===== src/rtl/vdec_hs_enc.sv =====
// vdec_hs_enc: HS-SCCH part1/part2 and E-AGCH encoder (CC1/3, UE mask, puncturing)
// that packs 6-bit sign-magnitude soft samples into 24-bit DIRAM words.
`default_nettype none

module vdec_hs_derm (
  input  logic [1:0] hs_mode,
  input  logic [6:0] code_index,
  output logic       punc
);

  always_comb begin
    punc = 1'b0;
    case (hs_mode)
      2'b00:   punc = code_index inside {7'd0, 7'd1, 7'd3, 7'd7, 7'd41, 7'd44, 7'd46, 7'd47};
      // part2 drops the g2 symbol of bits 0..30 (111 -> 80), agch drops every g2 (90 -> 60)
      2'b01:   punc = (code_index < 7'd93) && ((code_index % 7'd3) == 7'd2);
      2'b10:   punc = ((code_index % 7'd3) == 7'd2);
      default: punc = 1'b0;
    endcase
  end

endmodule

module vdec_hs_enc (
  input  logic        clk,
  input  logic        rst,
  input  logic        start,
  output logic        busy,
  output logic        done,
  input  logic [28:0] info_bits,
  input  logic [5:0]  codeblk_size_p7,
  input  logic [1:0]  hs_mode,
  input  logic [15:0] ue_mask,
  input  logic [8:0]  base_sys,
  input  logic [4:0]  amp,
  output logic        diram_wr_req,
  input  logic        diram_wr_ack,
  output logic [8:0]  diram_waddr,
  output logic [23:0] diram_wdata,
  output logic [6:0]  sym_cnt
);

  typedef enum logic [1:0] {
    IDLE = 2'd0,
    ENC  = 2'd1,
    WR   = 2'd2,
    DONE = 2'd3
  } state_t;

  state_t      state;
  logic [5:0]  bit_index;
  logic [1:0]  phase;
  logic [6:0]  code_index;
  logic [7:0]  cc_reg;
  logic [7:0]  mask_reg;
  logic [5:0]  cbs;
  logic [1:0]  mode;
  logic [15:0] mask_cfg;
  logic [4:0]  amp_cfg;
  logic [8:0]  addr;
  logic [23:0] word;
  logic [1:0]  lane_cnt;
  logic        last;

  logic        cc_in;
  logic        g0;
  logic        g1;
  logic        g2;
  logic        mask_in;
  logic        h0;
  logic        h1;
  logic        mask_bit;
  logic        gsel;
  logic        sym;
  logic [5:0]  sample;
  logic [23:0] word_next;
  logic        last_sym;
  logic        punc;

  vdec_hs_derm u_derm (
    .hs_mode    (mode),
    .code_index (code_index),
    .punc       (punc)
  );

  assign busy = start | (state != IDLE);

  assign cc_in = (bit_index <= 6'd28) ? info_bits[bit_index[4:0]] : 1'b0;
  assign g0    = cc_reg[7] ^ cc_reg[6] ^ cc_reg[5] ^ cc_reg[4] ^ cc_reg[2] ^ cc_reg[1] ^ cc_in;
  assign g1    = cc_reg[7] ^ cc_reg[6] ^ cc_reg[3] ^ cc_reg[2] ^ cc_reg[0] ^ cc_in;
  assign g2    = cc_reg[7] ^ cc_reg[4] ^ cc_reg[1] ^ cc_reg[0] ^ cc_in;

  // The mask encoder sees each UE-id bit for two code indices, then shifts.
  assign mask_in  = (code_index[6:1] <= 6'd15) ? mask_cfg[code_index[4:1]] : 1'b0;
  assign h0       = mask_reg[7] ^ mask_reg[3] ^ mask_reg[2] ^ mask_reg[1] ^ mask_in;
  assign h1       = mask_reg[7] ^ mask_reg[6] ^ mask_reg[4] ^ mask_reg[2] ^ mask_reg[1] ^
                    mask_reg[0] ^ mask_in;
  assign mask_bit = (mode == 2'b00) ? (code_index[0] ? h0 : h1) : 1'b0;

  assign gsel     = (phase == 2'd0) ? g0 : ((phase == 2'd1) ? g1 : g2);
  assign sym      = gsel ^ mask_bit;
  assign sample   = {sym, amp_cfg};
  assign last_sym = (bit_index == cbs) && (phase == 2'd2);

  always_comb begin
    word_next = word;
    case (lane_cnt)
      2'd0:    word_next[23:18] = sample;
      2'd1:    word_next[5:0]   = sample;
      2'd2:    word_next[11:6]  = sample;
      default: word_next[17:12] = sample;
    endcase
  end

  always_ff @(posedge clk or posedge rst) begin
    if (rst) begin
      state        <= IDLE;
      bit_index    <= 6'd0;
      phase        <= 2'd0;
      code_index   <= 7'd0;
      cc_reg       <= 8'd0;
      mask_reg     <= 8'd0;
      cbs          <= 6'd0;
      mode         <= 2'd0;
      mask_cfg     <= 16'd0;
      amp_cfg      <= 5'd0;
      addr         <= 9'd0;
      word         <= 24'd0;
      lane_cnt     <= 2'd0;
      last         <= 1'b0;
      done         <= 1'b0;
      diram_wr_req <= 1'b0;
      diram_waddr  <= 9'd0;
      diram_wdata  <= 24'd0;
      sym_cnt      <= 7'd0;
    end else if (start) begin
      // start also aborts a run in progress; a pending write is dropped
      state        <= ENC;
      bit_index    <= 6'd0;
      phase        <= 2'd0;
      code_index   <= 7'd0;
      cc_reg       <= 8'd0;
      mask_reg     <= 8'd0;
      cbs          <= codeblk_size_p7;
      mode         <= hs_mode;
      mask_cfg     <= ue_mask;
      amp_cfg      <= amp;
      addr         <= base_sys;
      word         <= 24'd0;
      lane_cnt     <= 2'd0;
      last         <= 1'b0;
      done         <= 1'b0;
      diram_wr_req <= 1'b0;
      sym_cnt      <= 7'd0;
    end else begin
      case (state)
        IDLE: begin
          done <= 1'b0;
        end
        ENC: begin
          code_index <= code_index + 7'd1;
          if (phase == 2'd2) begin
            phase     <= 2'd0;
            bit_index <= bit_index + 6'd1;
            cc_reg    <= {cc_in, cc_reg[7:1]};
          end else begin
            phase <= phase + 2'd1;
          end
          if (code_index[0]) begin
            mask_reg <= {mask_in, mask_reg[7:1]};
          end
          if (!punc) begin
            sym_cnt  <= sym_cnt + 7'd1;
            lane_cnt <= lane_cnt + 2'd1;
          end
          if (!punc && (lane_cnt == 2'd3)) begin
            diram_wdata  <= word_next;
            diram_waddr  <= addr;
            diram_wr_req <= 1'b1;
            word         <= 24'd0;
            last         <= last_sym;
            state        <= WR;
          end else if (last_sym) begin
            if (!punc || (lane_cnt != 2'd0)) begin
              // partial final word; untouched lanes are still zero
              diram_wdata  <= punc ? word : word_next;
              diram_waddr  <= addr;
              diram_wr_req <= 1'b1;
              word         <= 24'd0;
              lane_cnt     <= 2'd0;
              last         <= 1'b1;
              state        <= WR;
            end else begin
              done  <= 1'b1;
              state <= DONE;
            end
          end else if (!punc) begin
            word <= word_next;
          end
        end
        WR: begin
          if (diram_wr_ack) begin
            diram_wr_req <= 1'b0;
            addr         <= addr + 9'd1;
            if (last) begin
              done  <= 1'b1;
              state <= DONE;
            end else begin
              state <= ENC;
            end
          end
        end
        DONE: begin
          done  <= 1'b0;
          state <= IDLE;
        end
        default: begin
          state <= IDLE;
        end
      endcase
    end
  end

endmodule

`default_nettype wire


===== config.mk =====
export PLATFORM = sky130hd
export DESIGN_NAME = vdec_hs_enc
export DESIGN_NICKNAME = d
export VERILOG_FILES = /design/src/rtl/vdec_hs_enc.sv
export SDC_FILE = /design/constraint.sdc
export NUM_CORES = 1
export LEC_CHECK = 0
export CORE_UTILIZATION = 35
export DETAILED_ROUTE_END_ITERATION = 10
export GPL_ROUTABILITY_DRIVEN = 1
export GPL_TIMING_DRIVEN = 0
export HOLD_SLACK_MARGIN = 0.02
export PLACE_DENSITY_LB_ADDON = 0.12
export SETUP_SLACK_MARGIN = 0.15
export SLEW_MARGIN = 10
export SYNTH_ARGS = -nofsm -noshare
export SYNTH_HDL_FRONTEND = slang
export SYNTH_HIERARCHICAL = 1
export SYNTH_SLANG_ARGS = --single-unit

===== constraint.sdc =====
create_clock -name clk -period 5.7 [get_ports clk]
set_clock_uncertainty 0.2 [all_clocks]
set_input_delay 0.855 -clock clk [delete_from_list [all_inputs] [get_ports clk]]
set_output_delay 0.855 -clock clk [all_outputs]
set_load 0.02 [all_outputs]

After elaboration in Yosys (flattened, before gate mapping) --
Cells that the tools add are included.
Word-level totals: bits in registers 140, output and inout port bits 43
Operators by class: magnitude comparators 5, equal/unequal tests 28, divide/modulo/power cells 1, muxes and demuxes 76, add/sub/neg operators 6, bitwise logic cells 27, reduce and logical (&&, ||, !) cells 36
Operators with widths (count):
- 2-to-1 mux 24 bit | 9
- 2-to-1 mux 9 bit | 6
- 2-to-1 mux 8 bit | 6
- 2-to-1 mux 6 bit | 7
- 2-to-1 mux 7 bit | 5
- equality test 7 x 6 -> 1 bit, second input constant | 4
- 2-to-1 mux 2 bit | 14
- bitwise XOR 1 bit | 25
- 2-to-1 mux 1 bit | 23
- nonzero test 2 bit | 9
- != test 3 bit, second input constant | 5
- adder 7 x 1 -> 7 bit, second input constant | 2
- equality test 7 x 2 -> 1 bit, second input constant | 2
- equality test 2 bit, second input constant | 6
- AND reduction 2 bit | 5
- adder 9 x 1 -> 9 bit, second input constant | 1
- nonzero test 3 bit | 3
- equality test 2 x 1 -> 1 bit, second input constant | 4
- logical NOT 2 bit | 4
- != test 4 bit, second input constant | 2
- AND reduction 4 bit | 2
- nonzero test 8 bit | 1
- equality test 7 x 1 -> 1 bit, second input constant | 1
- equality test 7 x 3 -> 1 bit, second input constant | 1
- other kinds (27) | 32

Logic depth before layout (Yosys ltp) --
Gate-level depths: netlist of run 1.
depth after elaboration 15, gate-level depth with buffers 21, depth with buffers taken out 17

Cells and area by module --
Netlist of run 1, hierarchy kept.
Modules (own cells, without submodules):
- vdec_hs_enc | times used 1, area each 6841.6 um^2, cells each 654
- vdec_hs_derm | times used 1, area each 661.9 um^2, cells each 91

Least setup slack after synthesis of run 1 --
OpenSTA, ideal clock, no wires.
path type flip-flop to flip-flop, start point register code_index[4], end point register diram_wdata[11], buffers on the path 4, setup slack 1.234 ns, library setup time 0.087 ns, cell stages (with the launch flop) 20, data arrival time 4.179 ns, cells stage by stage dfrtp_1 > buf_2 > nor4b_1 > a211o_1 > o221ai_2 > inv_1 > ha_1 > nand2b_1 > o32ai_1 > nor4_1 > mux2_2 > o31ai_2 > clkbuf_1 > inv_1 > a21oi_2 > or3_1 > buf_2 > clkbuf_1 > nand2_1 > a22oi_1
RTL lines:
- from (decl) | RTL line 53 | logic [6:0] code_index;
- from (signal assigned) | RTL line 161 | code_index <= code_index + 7'd1;
- modulo 7 x 2 -> 7 bit | RTL line 16, 17
- equality test 7 x 2 -> 1 bit | RTL line 16, 17
- logical AND 1 bit | RTL line 16 | 2'b01: punc = (code_index < 7'd93) && ((code_index % 7'd3) == 7'd2);
- one-hot mux 1 bit (3 select lines) * | RTL line 13 | case (hs_mode)
- net punc | RTL line 78 | logic punc;
- 2-to-1 mux 24 bit / logical NOT 1 bit (equally long branches)
- 2-to-1 mux 24 bit (tied with other cells) | RTL line 184 | if (!punc || (lane_cnt != 2'd0)) begin
- 2-to-1 mux 24 bit / nonzero test 2 bit (equally long branches)
- 2-to-1 mux 24 bit / AND reduction 4 bit (equally long branches)
- to (signal assigned) | RTL line 177 | diram_wdata <= word_next;
- to (signal assigned) | RTL line 186 | diram_wdata <= punc ? word : word_next;
- to (decl) | RTL line 39 | output logic [23:0] diram_wdata,
Mark *: on every way through the listed nets, which the timed path passes. The rest lies on a longest branch. The select of a mux whose other input is x is not followed. A chain may end at the register's enable or synchronous reset.

Worst setup path in the final report of run 1 --
start point register code_index[4], end point register word[12]
On the way: word-level cells in the longest chain between the ends 9
Ends and longest elaborated chain:
- modulo 7 x 2 -> 7 bit | RTL line 16, 17
- equality test 7 x 2 -> 1 bit | RTL line 16, 17
- logical AND 1 bit | RTL line 16
- one-hot mux 1 bit (3 select lines) * | RTL line 13
- net punc | RTL line 78
- 2-to-1 mux 24 bit / logical NOT 1 bit (equally long branches)
- 2-to-1 mux 24 bit / logical AND 1 bit (equally long branches)
- 2-to-1 mux 24 bit | RTL line 176 | if (!punc && (lane_cnt == 2'd3)) begin
- 2-to-1 mux 24 bit | RTL line 156 | case (state)
- 2-to-1 mux 24 bit | RTL line 136 | end else if (start) begin
- to (signal assigned) | RTL line 198 | word <= word_next;
- to (decl) | RTL line 61 | logic [23:0] word;
Marks and branches as above.

==> impl_metrics.tcl, run 1 <==
set metrics [dict create \
    first_iter_violations 287 \
    worstSetupPathType "reg -> reg" \
    grt_pass1_wl_mm 31.1 \
    num-fill-cells 2035 \
    synth.avg_cell_area_um2 10.1 \
    die-area_um2 22000 \
    vias_per_cell 5.06 \
    cts_buffers 17 \
    drc 0 \
    power.internal_w 0.00242 \
    cts.clk_slew.worst_paths_ns 0.06 \
    wl_per_cell_um 16.0 \
    worst_slack_ns 0.558 \
    seqCellArea_um2 3500 \
    ys_async_sr_fraction_pct 100 \
    crit_required_ns 5.85 \
    synthesis.area_um2 7500 \
    pin_count 114 \
    cts.sinks 140 \
    arrival_ns 5.30 \
    relSlewSlack_pct 38.7 \
    worst-path-buf-inv 4 \
    p_leak_nw 4.05 \
    finalNonFillerCells 1165 \
    rsz0062_at_grt "no" \
    antenna_cells 0 \
    reg2reg_slack_ns 0.56 \
    hp-class "reg -> reg" \
    grt_max_degree 99 \
    synth_cell_type_count 76 \
    synth-seq-cells 140 \
    synthesis.nets 832 \
    start_util_pct 35.7 \
    final_layout_size_suffix_gt1_share_pct 11.6 \
    seqPwrFrac_pct 35.9 \
    via_count 5895 \
    combPwrFrac_pct 33.2 \
    clkPwrFrac_pct 30.9 \
    slowest_stage "dfrtp_2" \
    die_h_um 148 \
    switching_power_w 0.00125 \
    r2r_end "word[12]" \
    worstSetupStartpoint "code_index[4]" \
    worstPathCellList "buf_2 > nor4b_1 > a211o_1 > o221ai_2 > inv_1 > ha_1 > nand2b_1 > o32ai_1 > nor4_1 > mux2_2 > o31ai_2 > clkbuf_2 > inv_1 > a21oi_2 > nand2_1 > nor2_1 > a22o_1" \
    hold_viol 0 \
    tritoncts "built" \
    finalNetCount 964 \
    yosys_warnings 6 \
    slew_viol_final 0 \
    total_power_w 0.00368 \
    synth_edf_count 0 \
    routabilityCongestion 0.750 \
    sw_frac_of_total_pct 34.1 \
    critPathCaptureType "register" \
    start_kind "register" \
    crit_end "word[12]" \
    max_cap_viol_count 0 \
    setup_viol 0 \
    cts-root-buf "clkbuf_16" \
    hpwlAfterDp_mm 13.2 \
    htree_levels 4 \
    peakVddDrop_v 0.000207 \
    ys_seq_area_share_pct 46.7 \
    cp_num_cells 17 \
    power-per-cell-area_nw_per_um2 382 \
    placed_cells 1133 \
    clk-insertion-delay-late_ns 0.42 \
    mostFrequentLayoutCells "dfrtp_1 (139), nand2_1 (129), clkdlybuf4s50_1 (112), nor2_1 (62), o21ai_0 (38)" \
    layout_commonest_cell "dfrtp_1" \
    fin_crit_ns 5.14 \
    die_w_um 148 \
    ff2ff_path_depth 17 \
    post-route-period-util_pct 90.2 \
    multi_input_area_um2 3740 \
    track_usage_pct 18.0 \
    synth_flop_cell "dfrtp_1" \
    fmax_mhz 194 \
    grt_pass1_vias 5896 \
    path_max_fanout 13 \
    coreArea_um2 21000 \
    cpMostUsedCell "inv_1" \
    drt-total-wl_mm 18.6 \
    io_buffers 112 \
    dr.pass1.iters 6 \
    status "finished, final reports clean" \
    critPathMaxStageDelay_ns 0.51 \
    tightest_slew_ns 0.919 \
    antenna_found_initial 0 \
    num_rows 53 \
    hp-start "diram_waddr[8]" \
    ant_nets 0 \
    r2r-start "code_index[4]" \
    reg_top3 "diram_wdata: 24 flops, word: 24 flops, mask_cfg: 16 flops" \
    synthCells 745 \
    grt-ovfl-total 0 \
    cpLargestDelayFamily "compound AO/OA/AOI/OAI gates" \
    clock_path_buffers 2 \
    synthToLayoutAreaGrowth_pct 28.1 \
    post-place-ws_ns 0.188 \
]
==> cells in the mapped netlist (all sizes together), types with 13 or more instances <==
| library cell | count | share of area (%) |
|---|---|---|
| nand2 | 129 | 6.5 |
| nand3 | 13 | 0.93 |
| xor2 | 22 | 2.6 |
| a22o | 31 | 3.6 |
| a31oi | 19 | 1.8 |
| clkbuf | 26 | 1.3 |
| dfrtp | 140 | 47 |
| xnor2 | 23 | 2.7 |
| nor2 | 62 | 3.1 |
| mux2i | 20 | 2.7 |
| o21ai | 42 | 2.9 |
| ha | 16 | 2.7 |
| buf | 19 | 1.6 |
| mux2 | 33 | 5.0 |
| a21oi | 25 | 1.7 |
==> stage by stage <==
| stage | area [um2] | util [%] | TNS (ns) | hold WS, ns |
|---|---|---|---|---|
| 2_1_floorplan | 7500 | - | 0 | 0.260 |
| 3_3_place_gp | 8970 | 42.7 | -201.20 | 0.261 |
| 3_5_place_dp | 9000 | 42.8 | 0 | 0.266 |
| 4_1_cts | 9600 | 45.7 | 0 | 0.282 |
| 5_1_grt | 9610 | 45.7 | 0 | 0.295 |
| 6_report | 9610 | 45.7 | 0 | 0.273 |
==> cells by family (layout without fill, tap and decap cells) <==
kind of cell / count (synthesis) / in the layout / share of synthesized area, %
adder cells (fa/ha/maj): 16 / 16 / 2.67
AND/OR/NAND/NOR: 271 / 271 / 16.7
AO/OA/AOI/OAI: 153 / 153 / 14.4
buffers and inverters: 57 / 202 / 3.47
flip-flops: 140 / 140 / 46.7
multiplexers: 60 / 60 / 9.82
XOR/XNOR: 48 / 48 / 6.22
==> worst register-to-register path: cells and delay by family (launching register included) <==
kind,cells,cell delay (ns)
compound gates,6,1.57
fa+ha+maj,1,0.34
simple gates,5,1.31
buf+inv,4,0.79
mux,1,0.38
flops,1,0.51
==> layer usage <==
metal	vias to the layer above	wire length [um]	GRT usage, %
met1	2884	9410	25.6
met2	123	8400	28.2
li1	2878	-	-
met5	-	0	0
met4	0	133	4.18
met3	10	694	3.59
==> final cells by class <==
type                            instances  share of cell area [%]
Tap cell                              275                    3.58
Inverter                               12                   0.547
Clock buffer                           18                    4.47
Buffer                                 45                    2.28
Multi-Input combinational cell        548                    38.9
Timing Repair Buffer                  113                    12.0
Sequential cell                       140                    36.5
Clock inverter                         14                    1.78
==> timing repair <==
| item | in CTS | in global routing |
|---|---|---|
| hold buffers | 0 | 0 |
| resized for setup | 0 | 7 |
| endpoints found under the setup margin | 0 | 44 |
| buffers inserted | 0 | 0 |
==> power by group through the flow <==
stage / logic (W) / clock network, W / registers [W]
after floorplan: 0.000688 / 0 / 0.00142
after global placement: 0.00121 / 0 / 0.00134
after detailed placement: 0.00123 / 0 / 0.00134
after CTS: 0.00123 / 0.00116 / 0.00132
after global routing: 0.00135 / 0.00120 / 0.00135
final: 0.00122 / 0.00114 / 0.00132
==> how the worst min path moves through the flow <==
stage	endpoint	cells after the start
after global placement	diram_waddr[8]	2
final	diram_waddr[8]	2
after detailed placement	diram_waddr[8]	2
after floorplan	diram_waddr[8]	2
after global routing	diram_waddr[6]	2
after CTS	diram_waddr[8]	2
Note: power is estimated with default switching activity, not from simulation.
==> run 2: changes to the inputs <==
--- a/config.mk
+++ b/config.mk
@@ -5,12 +5,15 @@
 export SDC_FILE = /design/constraint.sdc
 export NUM_CORES = 1
 export LEC_CHECK = 0
+export CORE_MARGIN = 8
 export CORE_UTILIZATION = 35
+export CTS_CLUSTER_SIZE = 16
 export DETAILED_ROUTE_END_ITERATION = 10
 export GPL_ROUTABILITY_DRIVEN = 1
 export GPL_TIMING_DRIVEN = 0
 export HOLD_SLACK_MARGIN = 0.02
 export PLACE_DENSITY_LB_ADDON = 0.12
+export RECOVER_POWER = 50
 export SETUP_SLACK_MARGIN = 0.15
 export SLEW_MARGIN = 10
 export SYNTH_ARGS = -nofsm -noshare
==> run 2 against run 1 <==
Effect of this change:
- the run now ends with max-capacitance violations, max-slew violations left
- first-iteration DRC count decreased by 8.4%
- core utilization is 0.36 points higher
- total power rose by 3.8%
- routed wire length increased by 3.7%
- cell area is 0.79% higher
- worst hold slack got worse by 0.0028 ns
- final cell count is the same
- clock power is 12% higher
- global-route usage is 2.9 points lower
- sequential cell count unchanged
- via count down 1.3%
- register-to-register slack about the same
- largest power group unchanged
==> impl_metrics.tcl, run 2 (synthesis gave the netlist of run 1 again) <==
set metrics [dict create \
    mostFrequentLayoutCells "dfrtp_1 (139), nand2_1 (129), clkdlybuf4s50_1 (111), nor2_1 (61), o21ai_0 (38)" \
    start_util_pct 35.7 \
    setup_viol 0 \
    synthToLayoutAreaGrowth_pct 29.1 \
    p_leak_nw 4.09 \
    start_kind "register" \
    met2WireLength_mm 8.62 \
    hp-start "diram_waddr[6]" \
    power-per-cell-area_nw_per_um2 394 \
    antenna_found_initial 0 \
    fin_tns_setup_ns 0 \
    clk-insertion-delay-late_ns 0.42 \
    post_cts_buffers 0 \
    path_max_fanout 10 \
    rsz0062_at_grt "no" \
    met1_length_mm 9.68 \
    io_buffers 112 \
    fin_crit_ns 5.15 \
    peakVddDrop_v 0.000213 \
    first_iter_violations 263 \
    pin_count 114 \
    placement.cell_area_um2 9000 \
    reg2reg_slack_ns 0.55 \
    cts_resized 0 \
    die-area_um2 26400 \
    r2r-start "code_index[5]" \
    arrival_ns 5.30 \
    worstPathCellList "buf_4 > xnor2_1 > a211o_1 > o221ai_2 > inv_1 > ha_1 > nand2b_1 > o32ai_1 > nor4_1 > mux2_2 > o31ai_2 > clkbuf_2 > inv_1 > a21oi_2 > nand2_1 > nor2_1 > a22o_1" \
    r2r_end "word[9]" \
    cts.sinks 140 \
    grt_pass1_vias 5994 \
    finalNetCount 964 \
    critPathCaptureType "register" \
    ant_nets 0 \
    holdPathEnd "diram_waddr[6]" \
    cts.clk_slew.worst_paths_ns 0.06 \
    vias_per_cell 5.00 \
    worstSetupPathType "reg -> reg" \
    ff2ff_path_depth 17 \
    crit_required_ns 5.85 \
    htree_levels 4 \
    worst_slack_ns 0.550 \
    cts_buffers 17 \
    slowest_stage "dfrtp_1" \
    slew_viol_final 69 \
    design_area_um2 9690 \
    drc 0 \
    die_h_um 162 \
    highest_layer "met4" \
    num_rows 53 \
    post-route-period-util_pct 90.3 \
    reg_top3 "diram_wdata: 24 flops, word: 24 flops, mask_cfg: 16 flops" \
    final_layout_size_suffix_gt1_share_pct 11.8 \
    relSlewSlack_pct -112 \
    violations "max-capacitance violations, max-slew violations" \
    grt_pass1_wl_mm 32.2 \
    tritoncts "built" \
    hpwlAfterDp_mm 13.9 \
    grt_max_degree 73 \
    holdPathStages 2 \
    tightest_slew_ns 3.17 \
    routabilityCongestion 0.752 \
    cts_hold_buf 0 \
    status "finished, violations left" \
    post-place-ws_ns 0.216 \
    cts-root-buf "clkbuf_16" \
    dr.pass1.iters 5 \
    hold_viol 0 \
    cpMostUsedCell "inv_1" \
    hp-class "reg -> reg" \
    grt-ovfl-total 0 \
    critPathMaxStageDelay_ns 0.46 \
    max_cap_viol_count 1 \
    final_core_util_pct 46.1 \
    layout_commonest_cell "dfrtp_1" \
    via_count 5820 \
    track_usage_pct 15.1 \
    drt-total-wl_mm 19.3 \
    wl_per_cell_um 16.6 \
    fmax_mhz 194 \
    antenna_cells 0 \
    die_w_um 162 \
    coreArea_um2 21000 \
    wl_met3_um 939 \
    clock_path_buffers 2 \
]
==> run 2: changes by cell type in the layout (fill, tap and decap cells not counted), sizes merged <==
cell / delta
clkdlybuf4s50: -1
dlygate4sd3: +1
bufinv: +3
clkinvlp: -1
inv: -1
clkinv: -1
==> run 2: per-stage QoR <==
| stage | hold WS, ns | instances | total power [W] |
|---|---|---|---|
| 2_1_floorplan | 0.260 | 745 | 0.00210 |
| 3_3_place_gp | 0.261 | 1132 | 0.00256 |
| 3_5_place_dp | 0.263 | 1133 | 0.00257 |
| 4_1_cts | 0.278 | 1165 | 0.00386 |
| 5_1_grt | 0.296 | 1165 | 0.00404 |
| 6_report | 0.270 | 1165 | 0.00381 |
==> run 2: critical path, delay by kind of cell, from the launching register on <==
family	cells	cell delay (ns)
muxes	1	0.38
DFF	1	0.46
adders and majority gates	1	0.33
AOI/OAI and AO/OA	6	1.57
xor gates and xnor gates	1	0.20
buffers and inverters	4	0.70
and+or+nand+nor	4	1.24
==> run 2: cell type report <==
cell class | count | area [um2]
timing repair buffer | 113 | 1150
tap | 275 | 344
sequential | 140 | 3500
inverter | 12 | 46.3
multi-input combinational | 548 | 3740
clock buffer | 18 | 439
fill | 1990 | 11300
clock inverter | 14 | 241
buffer | 45 | 219
==> run 2: per-layer routing <==
metal	vias up	GRT usage (%)
li1	2895	-
met1	2814	20.8
met2	107	23.3
met3	4	3.79
met4	0	3.79
met5	-	0
==> run 2: power by group <==
| part | switching [W] | internal, W |
|---|---|---|
| sequential | 0.000145 | 0.00117 |
| clock | 0.000441 | 0.000835 |
| combinational | 0.000661 | 0.000562 |
| total | 0.00125 | 0.00257 |
==> run 2: worst max-delay path by stage <==
stage | start | to | slack, ns | depth (start not counted)
2_1_floorplan | rst | addr[0] | 0.89 | 1
3_3_place_gp | rst | diram_wdata[13] | -1.44 | 2
3_5_place_dp | code_index[4] | diram_wdata[11] | 0.22 | 19
4_1_cts | code_index[4] | diram_wdata[11] | 0.17 | 19
5_1_grt | code_index[5] | word[2] | 0.15 | 18
6_report | code_index[5] | word[9] | 0.55 | 17
